## src/rtl/round_robin_arbiter.sv

```systemverilog
// Round-robin / fixed-priority arbiter with a registered valid/ready grant.
// The cyclic priority search rotates the request vector to the search start,
// then finds the first set bit with a two-level tree of SPLIT groups.
//
// Handshake: gnt_vld is asserted while a grant is outstanding and stays
// stable until the cycle where gnt_vld & gnt_rdy are both high. That cycle
// is the transfer. Unless lock holds the grant, the same cycle re-arbitrates,
// so the next grant appears on the following edge with no idle bubble.
module round_robin_arbiter #(
    parameter int WIDTH = 4,
    parameter int SPLIT = 2,
    localparam int WIDTH_LOG = $clog2(WIDTH)
) (
    input  logic                 clk,
    input  logic                 rst_n,
    input  logic [WIDTH-1:0]     req,
    input  logic                 mode,
    input  logic [WIDTH_LOG-1:0] pri_fix,
    input  logic                 lock,
    output logic                 gnt_vld,
    input  logic                 gnt_rdy,
    output logic [WIDTH_LOG-1:0] gnt_idx,
    output logic [WIDTH-1:0]     gnt_oht,
    output logic [WIDTH_LOG-1:0] ptr
);

    localparam int GW = WIDTH / SPLIT;

    localparam logic STATE_IDLE  = 1'b0;
    localparam logic STATE_GRANT = 1'b1;

    // The FSM state doubles as the grant-valid flag.
    logic                 state;
    logic                 handshake;
    logic                 hold_lock;
    logic                 arb;
    logic [WIDTH_LOG-1:0] next_ptr;
    logic [WIDTH_LOG-1:0] start;
    logic [WIDTH_LOG:0]   start_ext;
    logic [2*WIDTH-1:0]   req_dbl;
    logic [WIDTH-1:0]     rot;
    logic [GW-1:0]        grp_bits;
    logic                 found;
    int                   grp_i;
    int                   bit_i;
    logic [WIDTH_LOG-1:0] offset;
    logic [WIDTH_LOG-1:0] winner;
    logic [WIDTH-1:0]     win_oht;

    assign gnt_vld = (state == STATE_GRANT);

    // Decide whether this cycle arbitrates and what the pointer becomes.
    always_comb begin
        handshake = (state == STATE_GRANT) && gnt_rdy;
        // A locked transfer keeps the grant only while its requester still asks.
        hold_lock = handshake && lock && req[gnt_idx];
        arb       = (state == STATE_IDLE) || (handshake && !hold_lock);
        next_ptr  = ptr;
        if (handshake && !hold_lock && !mode) begin
            next_ptr = gnt_idx + 1'b1;
        end
        // Back-to-back arbitration already uses the advanced pointer.
        start     = mode ? pri_fix : next_ptr;
        start_ext = {1'b0, start};
    end

    // Rotate requests so bit 0 is the search start; wrap-around comes for free.
    always_comb begin
        req_dbl = {req, req};
        rot     = req_dbl[start_ext +: WIDTH];
    end

    // Tree search, lowest offset wins. Scanning from high to low lets the
    // winner overwrite anything later in search order, so an unknown request
    // after the winner cannot reach the result.
    always_comb begin
        found    = 1'b0;
        grp_i    = 0;
        grp_bits = '0;
        for (int g = SPLIT - 1; g >= 0; g--) begin
            if (|rot[g*GW +: GW]) begin
                found    = 1'b1;
                grp_i    = g;
                grp_bits = rot[g*GW +: GW];
            end
        end
        bit_i = 0;
        for (int b = GW - 1; b >= 0; b--) begin
            if (grp_bits[b]) begin
                bit_i = b;
            end
        end
        offset  = WIDTH_LOG'(grp_i * GW + bit_i);
        winner  = start + offset;
        win_oht = WIDTH'(1) << winner;
    end

    // Registered grant state, pointer and outputs.
    always_ff @(posedge clk or negedge rst_n) begin
        if (!rst_n) begin
            state   <= STATE_IDLE;
            gnt_idx <= '0;
            gnt_oht <= '0;
            ptr     <= '0;
        end else begin
            ptr <= next_ptr;
            if (arb) begin
                if (found) begin
                    state   <= STATE_GRANT;
                    gnt_idx <= winner;
                    gnt_oht <= win_oht;
                end else begin
                    state   <= STATE_IDLE;
                    gnt_oht <= '0;
                end
            end
        end
    end

endmodule

```

## config.mk

```make
export PLATFORM = sky130hd
export DESIGN_NAME = round_robin_arbiter
export DESIGN_NICKNAME = d
export VERILOG_FILES = /design/src/rtl/round_robin_arbiter.sv
export SDC_FILE = /design/constraint.sdc
export NUM_CORES = 1
export LEC_CHECK = 0
export CAP_MARGIN = 25
export CORE_MARGIN = 5
export CORE_UTILIZATION = 50
export CTS_CLUSTER_SIZE = 10
export DETAILED_ROUTE_END_ITERATION = 10
export PLACE_DENSITY = 0.82
export SYNTH_ARGS = -nofsm -noshare
export SYNTH_HDL_FRONTEND = slang
export SYNTH_SLANG_ARGS = --single-unit
```

## constraint.sdc

```tcl
create_clock -name clk -period 6.25 [get_ports clk]
set_input_delay 1.25 -clock clk [delete_from_list [all_inputs] [get_ports clk]]
set_output_delay 1.25 -clock clk [all_outputs]
set_load 0.1 [all_outputs]
```

==> run_results.csv <==
group,metric,value,unit
setup_path,crit_buf_inv,1,
cts,cts_resized,0,
logic_synthesis,syn_nets,100,
power_and_ir_drop,p_sw,286,uW
final_layout,final_common_cell,"clkdlybuf4s50_1",
timing,period_needed,4070,ps
worst_hold_path,min_path_cells,2,
grt,grt_max_degree,13,
setup_path,cp_max_fo,12,
power_and_ir_drop,swShare,58.2,%
cts,cts_hold_buf,0,
power_and_ir_drop,power_leakage,0.000394,uW
setup_path,rrSetupSlack,3320,ps
timing,finalWorstSetupSlack,2180,ps
floorplanning,boundaryPins,20,
power_and_ir_drop,p_int,205,uW
worst_hold_path,hold_path_startpoint,"gnt_oht[3]$_DFFE_PN0N_",
power_and_ir_drop,pwr-share-clk,9.3,%
timing,max_freq,246,MHz
logic_synthesis,ys_ff_latch,9,
setup_path,cp_slowest_cell,"clkdlybuf4s50_1",
logic_synthesis,synth_fa_ha_area_share,1.67,%
final_layout,fillCellCount,134,
floorplanning,die_h,48.7,um
floorplanning,design.die.area,2370,um2
final_layout,syn2layout_area_growth,30.6,%
final_layout,final_cell_area,978,um2
timing,slew_headroom,35.0,%
detailed_routing,wl_per_cell,13.8,um
power_and_ir_drop,pwr-share-seq,20.8,%
power_and_ir_drop,p_comb_share,69.9,%
logic_synthesis,ys_seq_area_share,30.1,%
logic_synthesis,synthTopCellsByArea,"dfrtp_1 (30%), nand2_1 (8.0%), o31ai_1 (6.0%)",
cts,cts_setup_buffers,0,
setup_path,critical_path_class,"primary input to flip-flop",
logic_synthesis,muxShareOfSynthArea,4.67,%
grt,grt_overflow,0,
timing,maxSlewViolCount,0,
power_and_ir_drop,p_per_area,501,nW/um2
detailed_routing,dr.pass1.iters,4,
placed_design,place_area,952,um2
final_layout,drive_gt1_share,11.0,%
worst_hold_path,hold_class,"flip-flop to flip-flop",
logic_synthesis,yosys_warnings,0,
floorplanning,coreArea,1470,um2
timing,fin_skew,1.32,ps
setup_path,path_cells,"clkdlybuf4s50_1, mux2_4, and3b_4, o21a_4, nor2_2, a211oi_1, o32a_1, ha_1, or3_1, o31ai_1",
grt,antenna_found_initial,0,
timing,rsz0062_at_grt,"no",
setup_path,cp.required,6420,ps
floorplanning,initial_core_util,50.9,%
floorplanning,rows,14,
logic_synthesis,synth_top_family_by_area,"simple AND/OR/NAND/NOR gates",
detailed_routing,wirelength,1720,um
setup_path,cp_data_arrival_time,4230,ps
setup_path,end_kind,"flip-flop",
cts,cts_tree,"built",
logic_synthesis,synth.cell_area,749,um2
setup_path,slowest_delay,600,ps
timing,timing.final.crit_share,65.1,%
cts,cts_sinks,9,
cts,clk_latency,260,ps
cts,cts_root_buf,"clkbuf_4",
setup_path,ff2ff_path_depth,9,
power_and_ir_drop,finalPower,490,uW
placed_design,hpwl,1420,um
setup_path,start_kind,"primary input",
grt,grt_pass1_wl,3150,um
final_layout,layout.nets,122,
power_and_ir_drop,irDropWorstVdd,301,uV
detailed_routing,avgViaCountPerCell,5.98,
cts,cts.path.max_buffers,2,
logic_synthesis,synthXorXnorAreaFrac,1.17,%
setup_path,rr_startpoint,"gnt_idx[1]$_DFFE_PN0P_",
cts,path_clk_slew,60,ps
cts,cts_buffers,3,
timing,hold_viol,0,
timing,setup_tns,0,ps
logic_synthesis,synth-compound-area-share,29.7,%
timing,setup_viol,0,
timing,holdWs,479,ps
grt,grt_pass1_vias,701,
floorplanning,dieWidth,48.7,um
detailed_routing,ant_nets,0,
placed_design,place_ws,1910,ps
final_layout,num_antenna_cells,0,
logic_synthesis,yosysUniqueCellTypes,40,
grt,grt_usage,16.4,%
detailed_routing,vias,748,
timing,worstMarginPinSlew,971,ps
worst_hold_path,min_to,"gnt_oht[3]$_DFFE_PN0N_",
logic_synthesis,synthCells,88,
cts,htreeDepth,1,
logic_synthesis,yosys.area.top_type,"dfrtp_1",
logic_synthesis,synth_top_area_share,30.1,%
detailed_routing,drt_iter0_drc,11,
status,status,"finished, final reports clean",
run,cap_violations,0,
logic_synthesis,synth-simple-area-share,30.7,%
placed_design,place_congestion,0.874,
setup_path,r2r-end,"gnt_oht[2]$_DFFE_PN0N_",
final_layout,layout_common_cells,"clkdlybuf4s50_1 (19), nand2_1 (16), dfrtp_1 (9), o21ai_0 (6), o31ai_1 (6)",
setup_path,crit_family,"compound AO/OA/AOI/OAI gates",
detailed_routing,drc,0,
placed_design,io_buffers,19,
logic_synthesis,syn_area_per_cell,8.52,um2
[worst max path at each step]
stage,depth (start not counted),endpoint,slack [ps],startpoint
finish,10,gnt_oht[2]$_DFFE_PN0N_,2180,req[2]
global route,10,gnt_oht[0]$_DFFE_PN0N_,2020,req[2]
CTS,10,gnt_oht[2]$_DFFE_PN0N_,2180,req[2]
detailed placement,10,gnt_oht[2]$_DFFE_PN0N_,1910,req[2]
global placement,10,gnt_oht[0]$_DFFE_PN0N_,1970,req[2]
floorplan,9,gnt_oht[2]$_DFFE_PN0N_,2740,req[0]
[stage by stage]
step,instances,utilization [%]
2_1_floorplan,88,-
3_3_place_gp,121,64.7
3_5_place_dp,121,64.7
4_1_cts,125,66.5
5_1_grt,125,66.5
6_report,125,66.5
[registers in the layout, summed over array words and instances (netlist names)]
name     cells
ptr          2
gnt_oht      4
gnt_idx      2
gnt_vld      1
[worst reg2reg max path, cell delays in order, from the launching register on]
cell      delay [ps]
dfrtp_1          460
mux2i_1          360
o21ai_2          160
o21a_4           260
nor2_2           230
a211oi_1         120
o32a_1           340
ha_1             280
or3_1            390
o31ai_1          250
[power groups by stage]
stage / Sequential (uW) / Combinational (uW) / Clock [uW]
CTS: 102 / 344 / 47.5
detailed placement: 104 / 344 / 0
floorplan: 253 / 117 / 0
finish: 102 / 343 / 45.4
global route: 107 / 363 / 50.7
global placement: 103 / 341 / 0
[routing by layer]
metal  share of wire (%)  global-route usage [%]  vias up
li1                    -                       -      376
met2                  48                    25.2       16
met1                  45                    21.4      352
met4                 2.0                    6.73        0
met5                   0                       0        -
met3                 4.6                    4.60        4
[synthesized netlist by cell type]
cell type,n
clkbuf_1,2
o2111a_1,1
dfrtp_1,9
and3_1,2
o211ai_1,1
nand2b_1,2
a2111oi_2,1
a21boi_1,1
nand3b_1,1
or2_2,1
mux2_4,1
and3b_1,2
nor4_4,1
nor2_2,1
or3_1,1
a2111oi_0,1
mux2i_1,2
o21ai_1,2
o31ai_1,6
nor3_1,1
nor4_2,1
nor4_1,1
o21ai_2,1
nor2b_1,2
o21a_4,1
inv_1,2
o32a_1,1
a31oi_1,1
o21a_1,2
and3b_4,1
nand3_1,1
nor2_1,3
a211oi_1,1
nor3b_1,1
and2b_1,1
a21oi_1,5
o21ai_0,6
ha_1,1
xor2_1,1
nand2_1,16
[area by class of cell]
cell class	instances	area [um2]	share of cell area (%)
clock buffer	4	26.3	2.69
inverter	2	7.51	0.767
multi-input combinational	75	509	52.0
sequential	9	225	23.0
tap	16	20.0	2.05
timing repair buffer	19	190	19.4
[cells by family (layout without fill, tap and decap cells)]
group	Yosys count	after routing
flops	9	9
fa+ha+maj	1	1
simple gates	39	39
buf+inv	4	25
xor+xnor	1	1
mux	3	3
compound gates	31	31
Power figures use the tool's default switching activity.
